--- config.mk ---
export PLATFORM = sky130hd
export DESIGN_NAME = detector_pulse_gen_flat
export DESIGN_NICKNAME = d
export VERILOG_FILES = /design/src/rtl/detector_pulse_gen_pkg.sv /design/src/rtl/detector_pulse_gen_if.sv /design/src/rtl/pulse_gen_lfsr.sv /design/src/rtl/detector_pulse_gen.sv /design/src/flat_wrapper.sv
export SDC_FILE = /design/constraint.sdc
export NUM_CORES = 1
export LEC_CHECK = 0
export ABC_AREA = 1
export CORE_ASPECT_RATIO = 2
export CORE_MARGIN = 2
export CORE_UTILIZATION = 60
export DETAILED_ROUTE_END_ITERATION = 8
export HOLD_SLACK_MARGIN = 0.05
export PLACE_DENSITY = 0.83
export SETUP_SLACK_MARGIN = 0.3
export SLEW_MARGIN = 20
export SYNTH_ARGS = -nofsm -noshare
export SYNTH_HDL_FRONTEND = slang
export SYNTH_SLANG_ARGS = --single-unit
--- constraint.sdc ---
create_clock -name clk -period 13.1 [get_ports clk]
set_input_delay 1.965 -clock clk [delete_from_list [all_inputs] [get_ports clk]]
set_output_delay 1.965 -clock clk [all_outputs]
set_load 0.03 [all_outputs]
--- src/rtl/detector_pulse_gen_pkg.sv ---
// Shared settings for the detector pulse generator and the trapezoidal shaping filter:
// sample width, state encoding, noise LFSR constants and a signed saturation helper.
package detector_pulse_gen_pkg;

  localparam int SIZE_FILTER_DATA = 16;

  typedef enum logic [1:0] {
    ST_IDLE  = 2'd0,
    ST_PULSE = 2'd1,
    ST_DRAIN = 2'd2
  } pulse_state_e;

  // Galois taps for x^16 + x^14 + x^13 + x^11 + 1, right-shifting form.
  localparam logic [15:0] LFSR_POLY = 16'hB400;
  localparam logic [15:0] LFSR_SEED = 16'hACE1;

  // Clamp a sign-extended value into the signed range of a width-bit sample.
  function automatic logic signed [31:0] saturate(input logic signed [31:0] value,
                                                  input int                 width);
    logic signed [31:0] hi;
    logic signed [31:0] lo;
    hi = (32'sd1 <<< (width - 1)) - 32'sd1;
    lo = -hi - 32'sd1;
    if (value > hi) return hi;
    if (value < lo) return lo;
    return value;
  endfunction

endpackage

--- src/rtl/detector_pulse_gen_if.sv ---
// Control and sample bus between a pulse-generator client (master) and the generator (slave).
interface detector_pulse_gen_if #(
  parameter int SIZE_FILTER_DATA = detector_pulse_gen_pkg::SIZE_FILTER_DATA,
  parameter int SIZE_PERIOD      = 16,
  parameter int SIZE_COUNT       = 8
);

  logic                               start;
  logic                               stop;
  logic signed [SIZE_FILTER_DATA-1:0] amplitude;
  logic        [SIZE_PERIOD-1:0]      period;
  logic        [SIZE_COUNT-1:0]       pulse_count;
  logic        [3:0]                  decay_shift;
  logic signed [SIZE_FILTER_DATA-1:0] output_data;
  logic                               pulse_strobe;
  logic                               busy;

  modport master (
    output start, stop, amplitude, period, pulse_count, decay_shift,
    input  output_data, pulse_strobe, busy
  );

  modport slave (
    input  start, stop, amplitude, period, pulse_count, decay_shift,
    output output_data, pulse_strobe, busy
  );

endinterface

--- src/rtl/pulse_gen_lfsr.sv ---
// 16-bit Galois LFSR noise source for the pulse generator; exposes its low NOISE_BITS+1 bits
// as a signed noise sample. Built only when PULSE_GEN_NOISE_EN is defined.
module pulse_gen_lfsr
  import detector_pulse_gen_pkg::*;
#(
  parameter int NOISE_BITS = 3
) (
  input  logic                    clk,
  input  logic                    reset,
  output logic signed [NOISE_BITS:0] noise_o
);

  logic [15:0] lfsr_q;
  logic [15:0] lfsr_d;

  always_comb begin
    lfsr_d = {1'b0, lfsr_q[15:1]} ^ (lfsr_q[0] ? LFSR_POLY : 16'h0000);
  end

  always_ff @(posedge clk) begin
    if (reset) lfsr_q <= LFSR_SEED;
    else       lfsr_q <= lfsr_d;
  end

  assign noise_o = lfsr_q[NOISE_BITS:0];

endmodule

--- src/rtl/detector_pulse_gen.sv ---
// Synthetic exponentially-decaying detector pulse source feeding the shaping filter input.
// Optional additive LFSR noise on the output is enabled by defining PULSE_GEN_NOISE_EN.
module detector_pulse_gen
  import detector_pulse_gen_pkg::*;
#(
  parameter int SIZE_FILTER_DATA = detector_pulse_gen_pkg::SIZE_FILTER_DATA,
  parameter int SIZE_PERIOD      = 16,
  parameter int SIZE_COUNT       = 8,
  parameter int NOISE_BITS       = 3
) (
  input  logic                clk,
  input  logic                reset,
  detector_pulse_gen_if.slave bus
);

  localparam int SUM_W = SIZE_FILTER_DATA + 2;

  localparam logic [1:0] IDLE  = ST_IDLE;
  localparam logic [1:0] PULSE = ST_PULSE;
  localparam logic [1:0] DRAIN = ST_DRAIN;

  if (SUM_W > 32 || NOISE_BITS < 0 || NOISE_BITS + 1 > SIZE_FILTER_DATA) begin : g_param_check
    $error("detector_pulse_gen: unsupported SIZE_FILTER_DATA/NOISE_BITS combination");
  end

  logic [1:0]                        state_q,  state_d;
  logic signed [SIZE_FILTER_DATA-1:0] acc_q,   acc_d;
  logic signed [SIZE_FILTER_DATA-1:0] amp_q,   amp_d;
  logic        [SIZE_PERIOD-1:0]      period_q, period_d;
  logic        [3:0]                  shift_q, shift_d;
  logic        [SIZE_PERIOD-1:0]      cnt_q,   cnt_d;
  logic        [SIZE_COUNT-1:0]       rem_q,   rem_d;
  logic                               free_q,  free_d;
  logic                               strobe_q, strobe_d;

  logic signed [SIZE_FILTER_DATA-1:0] dec_raw;
  logic signed [SIZE_FILTER_DATA-1:0] dec;
  logic signed [SIZE_FILTER_DATA-1:0] acc_decay;
  logic signed [SUM_W-1:0]            pulse_sum;
  logic signed [SIZE_FILTER_DATA-1:0] pulse_acc;
  logic        [SIZE_PERIOD-1:0]      period_in;
  logic        [3:0]                  shift_in;

  // Decay term and the saturated value a pulse cycle would produce.
  always_comb begin
    dec_raw = acc_q >>> shift_q;
    if (dec_raw == '0 && acc_q != '0) begin
      dec = acc_q[SIZE_FILTER_DATA-1] ? '1 : SIZE_FILTER_DATA'(1);
    end else begin
      dec = dec_raw;
    end
    acc_decay = acc_q - dec;
    pulse_sum = SUM_W'(acc_decay) + SUM_W'(amp_q);
    pulse_acc = SIZE_FILTER_DATA'(saturate(32'(pulse_sum), SIZE_FILTER_DATA));

    period_in = (bus.period < SIZE_PERIOD'(2)) ? SIZE_PERIOD'(2) : bus.period;
    shift_in  = (bus.decay_shift == 4'd0) ? 4'd1 : bus.decay_shift;
  end

  always_comb begin
    // NOTE: every variable gets a default before the case so no path leaves one unassigned,
    // which would otherwise infer a latch.
    state_d  = state_q;
    acc_d    = acc_q;
    amp_d    = amp_q;
    period_d = period_q;
    shift_d  = shift_q;
    cnt_d    = cnt_q;
    rem_d    = rem_q;
    free_d   = free_q;
    strobe_d = 1'b0;

    case (state_q)
      IDLE: begin
        acc_d = '0;
        if (bus.start && !bus.stop) begin
          state_d  = PULSE;
          amp_d    = bus.amplitude;
          period_d = period_in;
          shift_d  = shift_in;
          free_d   = (bus.pulse_count == '0);
          rem_d    = (bus.pulse_count == '0) ? '0 : bus.pulse_count - SIZE_COUNT'(1);
          cnt_d    = period_in - SIZE_PERIOD'(1);
          acc_d    = bus.amplitude;
          strobe_d = 1'b1;
        end
      end

      PULSE: begin
        // A stop on the period-expiry cycle wins over the pending pulse.
        if (bus.stop || (!free_q && rem_q == '0)) begin
          state_d = DRAIN;
          acc_d   = acc_decay;
        end else if (cnt_q == '0) begin
          acc_d    = pulse_acc;
          strobe_d = 1'b1;
          cnt_d    = period_q - SIZE_PERIOD'(1);
          if (!free_q) rem_d = rem_q - SIZE_COUNT'(1);
        end else begin
          acc_d = acc_decay;
          cnt_d = cnt_q - SIZE_PERIOD'(1);
        end
      end

      DRAIN: begin
        acc_d = acc_decay;
        if (acc_decay == '0) state_d = IDLE;
      end

      default: begin
        state_d = IDLE;
        acc_d   = '0;
      end
    endcase
  end

  always_ff @(posedge clk) begin
    // NOTE: non-blocking assignments so every flop samples the pre-edge value of the others.
    if (reset) begin
      state_q  <= IDLE;
      acc_q    <= '0;
      amp_q    <= '0;
      period_q <= '0;
      shift_q  <= '0;
      cnt_q    <= '0;
      rem_q    <= '0;
      free_q   <= 1'b0;
      strobe_q <= 1'b0;
    end else begin
      state_q  <= state_d;
      acc_q    <= acc_d;
      amp_q    <= amp_d;
      period_q <= period_d;
      shift_q  <= shift_d;
      cnt_q    <= cnt_d;
      rem_q    <= rem_d;
      free_q   <= free_d;
      strobe_q <= strobe_d;
    end
  end

  assign bus.pulse_strobe = strobe_q;
  assign bus.busy         = (state_q != IDLE);

`ifdef PULSE_GEN_NOISE_EN
  logic signed [NOISE_BITS:0] noise;

  pulse_gen_lfsr #(
    .NOISE_BITS (NOISE_BITS)
  ) u_lfsr (
    .clk     (clk),
    .reset   (reset),
    .noise_o (noise)
  );

  // Noise only shapes the output; the accumulator and state machine never see it.
  assign bus.output_data = SIZE_FILTER_DATA'(saturate(32'(acc_q) + 32'(noise), SIZE_FILTER_DATA));
`else
  assign bus.output_data = acc_q;
`endif

endmodule

--- src/flat_wrapper.sv ---
// flat-port wrapper written by rule: the top's interface ports become plain ports
module detector_pulse_gen_flat import detector_pulse_gen_pkg::*;
#(
  parameter int SIZE_FILTER_DATA = detector_pulse_gen_pkg::SIZE_FILTER_DATA,
  parameter int SIZE_PERIOD      = 16,
  parameter int SIZE_COUNT       = 8,
  parameter int NOISE_BITS       = 3
)
  (clk, reset, bus_start, bus_stop, bus_amplitude, bus_period, bus_pulse_count, bus_decay_shift, bus_output_data, bus_pulse_strobe, bus_busy);
  detector_pulse_gen_if #(.SIZE_FILTER_DATA(SIZE_FILTER_DATA), .SIZE_PERIOD(SIZE_PERIOD), .SIZE_COUNT(SIZE_COUNT)) bus_i ();
  input  logic clk;
  input  logic reset;
  input wire logic [$bits(bus_i.start)-1:0] bus_start;
  input wire logic [$bits(bus_i.stop)-1:0] bus_stop;
  input wire logic [$bits(bus_i.amplitude)-1:0] bus_amplitude;
  input wire logic [$bits(bus_i.period)-1:0] bus_period;
  input wire logic [$bits(bus_i.pulse_count)-1:0] bus_pulse_count;
  input wire logic [$bits(bus_i.decay_shift)-1:0] bus_decay_shift;
  output wire logic [$bits(bus_i.output_data)-1:0] bus_output_data;
  output wire logic [$bits(bus_i.pulse_strobe)-1:0] bus_pulse_strobe;
  output wire logic [$bits(bus_i.busy)-1:0] bus_busy;
  assign bus_i.start = bus_start;
  assign bus_i.stop = bus_stop;
  assign bus_i.amplitude = bus_amplitude;
  assign bus_i.period = bus_period;
  assign bus_i.pulse_count = bus_pulse_count;
  assign bus_i.decay_shift = bus_decay_shift;
  assign bus_output_data = bus_i.output_data;
  assign bus_pulse_strobe = bus_i.pulse_strobe;
  assign bus_busy = bus_i.busy;
  detector_pulse_gen #(.SIZE_FILTER_DATA(SIZE_FILTER_DATA), .SIZE_PERIOD(SIZE_PERIOD), .SIZE_COUNT(SIZE_COUNT), .NOISE_BITS(NOISE_BITS)) u_core (.clk(clk), .reset(reset), .bus(bus_i));
endmodule
Word-level counts from Yosys, hierarchy flattened:

Index checks and enable logic that the tools add are counted.

* bits in registers: 80
* latch bits: 0
* memory bits (writable): 0
* bits in read-only memories: 0
* bits of input ports: 48
* output and inout bits: 18
* word-level logic and storage cells: 81
* memories: 0

* $add $sub $neg: 7
* multiply operators: 0
* div/mod/pow operators: 0
* order comparisons: 3
* eq/ne operators: 8
* shifts and indexed selects: 1
* muxes and demuxes: 33
* bitwise logic cells: 0
* reduce and logical (&&, ||, !) cells: 20

Operator list (number)
* $mux W16: 13
* $logic_not A16 Y1: 3
* $pmux W16 S3: 1
* $sub A16 B1 Y16 const B: 3
* $mux W8: 5
* $pmux W16 S2: 1
* $add A16 B16 Y17: 1
* $gt A17 B16 Y1 const B: 1
* $lt A17 B16 Y1 const B: 1
* $logic_not A8 Y1: 2
* $lt A16 B2 Y1 const B: 1
* $pmux W8 S2: 1
* $reduce_bool A16 Y1: 1
* $sshr A16 B4 Y16: 1
* $sub A16 B16 Y16: 1
* $sub A8 B1 Y8 const B: 2
* $ne A2 B1 Y1 const B: 4
* $mux W1: 6
* $mux W2: 3
* $pmux W2 S3: 1
* $reduce_and A3 Y1: 2
* $reduce_and A5 Y1: 1
* $logic_not A4 Y1: 1
* $mux W4: 1
* 10 further kinds: 15

Depth between registers and ports, before layout:

* word-level depth: 14
* gate-level depth with buffers: 40
* gate-level depth less buffers: 39

Worst setup path before layout:

Ideal clock, no wire load.

* kind: reg-to-reg
* from: reg u_core.shift_q[1]
* to: reg u_core.acc_q[4] (netlist: u_core.bus.output_data[4])
* library setup time: 0.132 ns
* arrival time: 4.221 ns
* required time: 12.968 ns
* slack: 8.747 ns
* stages on the path, launching flop included: 32
* buffers on the path: 2
* clock period less this slack: 4.353 ns
* cells stage by stage: dfxtp_1 clkbuf_1 nand3_1 o21ai_0 o21ai_1 o21ai_0 nand2_1 nor2_1 nand3_1 nand2_1 ha_1 inv_1 fa_1 nand3_1 nand3_1 nand2_1 nand2_1 or2_2 nand2_1 inv_1 ha_1 a21oi_1 o21ai_0 a21oi_1 nand3_1 nand2_1 nand2_1 nand2_2 buf_6 nand2_1 nand2_1 a21oi_1

* word-level cells in the longest chain between the ends: 14
* elaborated cells on any way between the ends: 17
* classes of those cells: add/sub: 2; order compare: 2; shift: 1; mux: 10; reduce/logical: 2

Ends and longest elaborated chain
* start: declaration: line detector_pulse_gen.sv:30 `logic [3:0] shift_q, shift_d;`
* start signal: assignment: line detector_pulse_gen.sv:134 `shift_q <= shift_d;`
* $sshr A16 B4 Y16 *: line detector_pulse_gen.sv:46 `dec_raw = acc_q >>> shift_q;`
* $logic_not A16 Y1: line detector_pulse_gen.sv:47 `if (dec_raw == '0 && acc_q != '0) begin`
* $logic_and A1 B1 Y1: line detector_pulse_gen.sv:47
* $mux W16 *: line detector_pulse_gen.sv:47
* $sub A16 B16 Y16 *: line detector_pulse_gen.sv:52 `acc_decay = acc_q - dec;`
* $add A16 B16 Y17: line detector_pulse_gen.sv:53 `pulse_sum = SUM_W'(acc_decay) + SUM_W'(amp_q);`
* $lt A17 B16 Y1: line detector_pulse_gen_pkg.sv:25 `if (value < lo) return lo;`
* $mux W1 (2 in a row): line detector_pulse_gen_pkg.sv:25
* $mux W16: line detector_pulse_gen_pkg.sv:26 `return value;`
* $mux W16: line detector_pulse_gen_pkg.sv:25
* $mux W16: line detector_pulse_gen.sv:94 `end else if (cnt_q == '0) begin`
* $mux W16: line detector_pulse_gen.sv:91 `if (bus.stop || (!free_q && rem_q == '0)) begin`
* $pmux W16 S3 *: line detector_pulse_gen.sv:73 `case (state_q)`
* end signal: assignment: line detector_pulse_gen.sv:121 `acc_q <= '0;`
* end signal: assignment: line detector_pulse_gen.sv:131 `acc_q <= acc_d;`
* end: declaration: line detector_pulse_gen.sv:27 `logic signed [SIZE_FILTER_DATA-1:0] acc_q, acc_d;`

Mark *: on every way between the ends. The rest lies on a longest branch, timed or not. The select of a mux whose other input is x is not followed.
A chain may end at the register's enable or synchronous reset.

Worst setup path in the final report:

* from: reg u_core.shift_q[0]
* to: reg u_core.acc_q[8] (netlist: u_core.bus.output_data[8])

Same word-level chain as after synthesis.

==> summary.txt <==
Logic synthesis
  – Synth Area in XOR/XNOR: 3.00%
  – Compound-Gate Fraction of Synth Area: 20.0%
  – Ys async rst share: 0%
  – Mux share of post-synthesis cell area: 0.572%
  – Most common cell in the synthesized netlist: nand2_1
  – Syn nets: 1261
  – EDFF count, synth: 0
  – Mapped Cells: 1176
  – Top cell type's share of synthesized area: 22.9%
  – Top cells by area, synth: dfxtp_1 (23%), nand2_1 (17%), a21oi_1 (8.8%)
  – Netlist Area Pre-Place: 7000 µm²
  – YS warnings: 0
  – Sequential element share of the synthesized area: 22.9%
  – Syn Area/Cell: 5.96 µm²
  – Top post-synthesis cells by count: nand2_1 (316), inv_1 (158), a21oi_1 (123)
  – Largest family of logic cells by synthesized area: simple AND/OR/NAND/NOR gates
  – Synth Flop Type: dfxtp_1
  – Adder-Cell Fraction of Synth Area: 6.82%
  – Synth Register Bits: 80
  – Simple-Gate Fraction of Synth Area: 34.7%
  – Synth unique cells: 45
  – Cell taking the most area after synthesis: dfxtp_1

Setup path
  – R2r worst-path depth: 25
  – CP max stage cell: dfxtp_1
  – CP Capture Type: flip-flop
  – Critical Path End: u_core.bus.output_data[8]$_SDFF_PP0_
  – CP Max Fanout: 22
  – Largest stage delay, worst path: 710 ps
  – R2R Setup Slk: 7450 ps
  – Category of the worst setup path launch point: flip-flop
  – CP Data Required Time: 13310 ps
  – CP dominant cell by count: nand2_1
  – Worst setup startpoint: u_core.shift_q[0]$_SDFFE_PP0P_
  – R2R Path End: u_core.bus.output_data[8]$_SDFF_PP0_
  – WS Path Type: flip-flop to flip-flop
  – Crit path DAT: 5860 ps
  – FF-to-FF Start: u_core.shift_q[0]$_SDFFE_PP0P_

Power
  – Leakage: 3.88 nW
  – Tot Pwr: 0.00127 W
  – IR drop worst, VDD: 0.000117 V
  – Power density cells: 160 nW/µm²

STA
  – Final setup vio count: 0
  – Post-route minimum period: 5650 ps
  – Rel. slew slack: 33.5%
  – Peak Freq: 0.177 GHz
  – Clock skew: 5.24 ps
  – Slew @ Worst Pin: 996 ps
  – Fin. Hold Viols: 0
  – Fin crit share: 43.1%
  – Worst Slack Setup Final: 7450 ps
  – Sum of negative setup slack: 0 ps
  – RSZ-0062 raised after global routing: no
  – Final Max Tran Viols: 0

CTS
  – Clk slew on worst S/H paths: 60 ps
  – Worst-skew pair later-pin latency: 340 ps
  – Post-CTS Repair Setup Buffers: 0
  – Clock Tree Buf Depth: 2
  – Post_cts resized: 0
  – Root Driver: clkbuf_16
  – H-Tree Depth: 3
  – Inserted Clock Buffers: 9
  – Cts-stage hold buffer count: 0
  – CTS tree: built
  – CTS Sinks: 80

Finish
  – Final Net Count: 1303
  – Ant diodes: 0
  – Finished Core Util: 70.0%
  – Share of cells above drive strength 1: 5.81%
  – Layout area overhead: 13.6%

Drt
  – TritonRoute pass-1 iters: 5
  – Vias: 7937
  – Detailed Route WL: 22.9 mm
  – Antenna Nets Post-Route: 0
  – Vias per cell: 5.81
  – DR iter-0 viols: 490
  – Routed length per instance: 16.7 µm
  – DRC Markers: 0

Floorplan
  – Initial core utilization: 61.7%
  – Die Height: 157 µm
  – Rows: 55
  – Total core area: 11400 µm²
  – Die width: 80.4 µm
  – I/O Pins: 66
  – DIE AREA: 12600 µm²

GRT
  – Overflow after GRT: 0
  – Global-route wire length before repair: 36.2 mm
  – Busiest grt layer: met2
  – Routing usage on met2: 65.2%
  – Initial antenna violation count: 0
  – Largest net degree at the start of global routing: 51
  – Number of global-route vias before repair: 7668
  – GRT met3 Usage: 10.8%
  – All-Layer GR Usage: 37.5%
  – Met1 global-route usage: 34.0%

Hold path
  – Hold WC Path Type: flip-flop to flip-flop

Place
  – Gpl congestion: 0.980
  – Port buffer count: 65
  – DP Worst Slack: 7660 ps
  – DP Wirelength: 17.0 mm

Run status
  – Status: complete, no violations

Job
  – Max_cap viols: 0
per-layer routing:
layer,part of all wire [%],routed length (µm)
met4,10,2360
met2,50,11500
met1,32,7390
met5,0,0
met3,7.0,1600
state kept, by name (all words and copies together) (netlist names):
name                     flops
u_core.amp_q                16
u_core.bus.output_data      16
u_core.bus.pulse_strobe      1
u_core.cnt_q                16
u_core.free_q                1
u_core.period_q             16
u_core.rem_q                 8
u_core.shift_q               4
u_core.state_q               2
power by group:
group	switching (W)	leakage, nW	total (W)	internal (W)
clock	0.000102	0.138	0.000249	0.000147
combinational	0.000489	3.09	0.000731	0.000242
sequential	0.0000283	0.656	0.000294	0.000265
total	0.000620	3.88	0.00127	0.000654
worst min-delay path by stage:
| stage | from | to | slack (ps) | depth (start not counted) |
|---|---|---|---|---|
| after floorplan | u_core.rem_q[5]$_SDFFE_PP0P_ | u_core.rem_q[5]$_SDFFE_PP0P_ | 440 | 2 |
| after global placement | u_core.rem_q[5]$_SDFFE_PP0P_ | u_core.rem_q[5]$_SDFFE_PP0P_ | 450 | 2 |
| after detailed placement | u_core.rem_q[5]$_SDFFE_PP0P_ | u_core.rem_q[5]$_SDFFE_PP0P_ | 460 | 2 |
| after CTS | u_core.rem_q[5]$_SDFFE_PP0P_ | u_core.rem_q[5]$_SDFFE_PP0P_ | 470 | 2 |
| after global routing | u_core.period_q[10]$_SDFFE_PP0P_ | u_core.period_q[10]$_SDFFE_PP0P_ | 490 | 2 |
| final | u_core.rem_q[5]$_SDFFE_PP0P_ | u_core.rem_q[5]$_SDFFE_PP0P_ | 470 | 2 |
through the flow:
stage | cells | instance area [µm²] | hold WS (ps)
2_1_floorplan | 1176 | 7000 | 439
3_3_place_gp | 1349 | 7660 | 450
3_5_place_dp | 1349 | 7660 | 457
4_1_cts | 1365 | 7950 | 466
5_1_grt | 1365 | 7950 | 487
6_report | 1365 | 7950 | 469
worst max-delay path, delay by kind of cell (launching register included):
family / cells / cell delay (ps)
fa+ha+maj: 2 / 860
simple gates: 16 / 2620
buf+inv: 2 / 340
flops: 1 / 710
compound gates: 5 / 980
cell type report:
type	count	area [µm²]
inverters	170	638
multi-input cells	887	4560
well taps	142	178
flip-flops and latches	80	1600
fillers	1055	3400
repair buffers	70	688
clock inverters	6	60.1
clock buffers	10	229
cells in the final DEF (no fill, tap or decap), drive strengths merged:
cell type / n
nand3: 89
o21a: 3
clkinvlp: 2
or3: 1
a21oi: 123
o21bai: 5
bufinv: 1
a31oi: 3
o211ai: 7
clkinv: 4
clkbuf: 10
ha: 35
clkdlybuf4s50: 65
mux2i: 4
o22ai: 3
or2: 2
dfxtp: 80
a21o: 2
nand2: 331
a211oi: 2
a22oi: 2
buf: 5
nand4: 11
nor2: 106
nor3: 9
xnor2: 8
fa: 2
a21boi: 1
xor2: 16
inv: 169
o21ai: 115
nor4: 3
nand3b: 4
kinds of logic after synthesis:
family / Yosys count
xor+xnor: 24
buf+inv: 209
compound gates: 266
simple gates: 556
mux: 4
flops: 80
fa+ha+maj: 37
No activity file was read; power rests on OpenSTA's default activity.
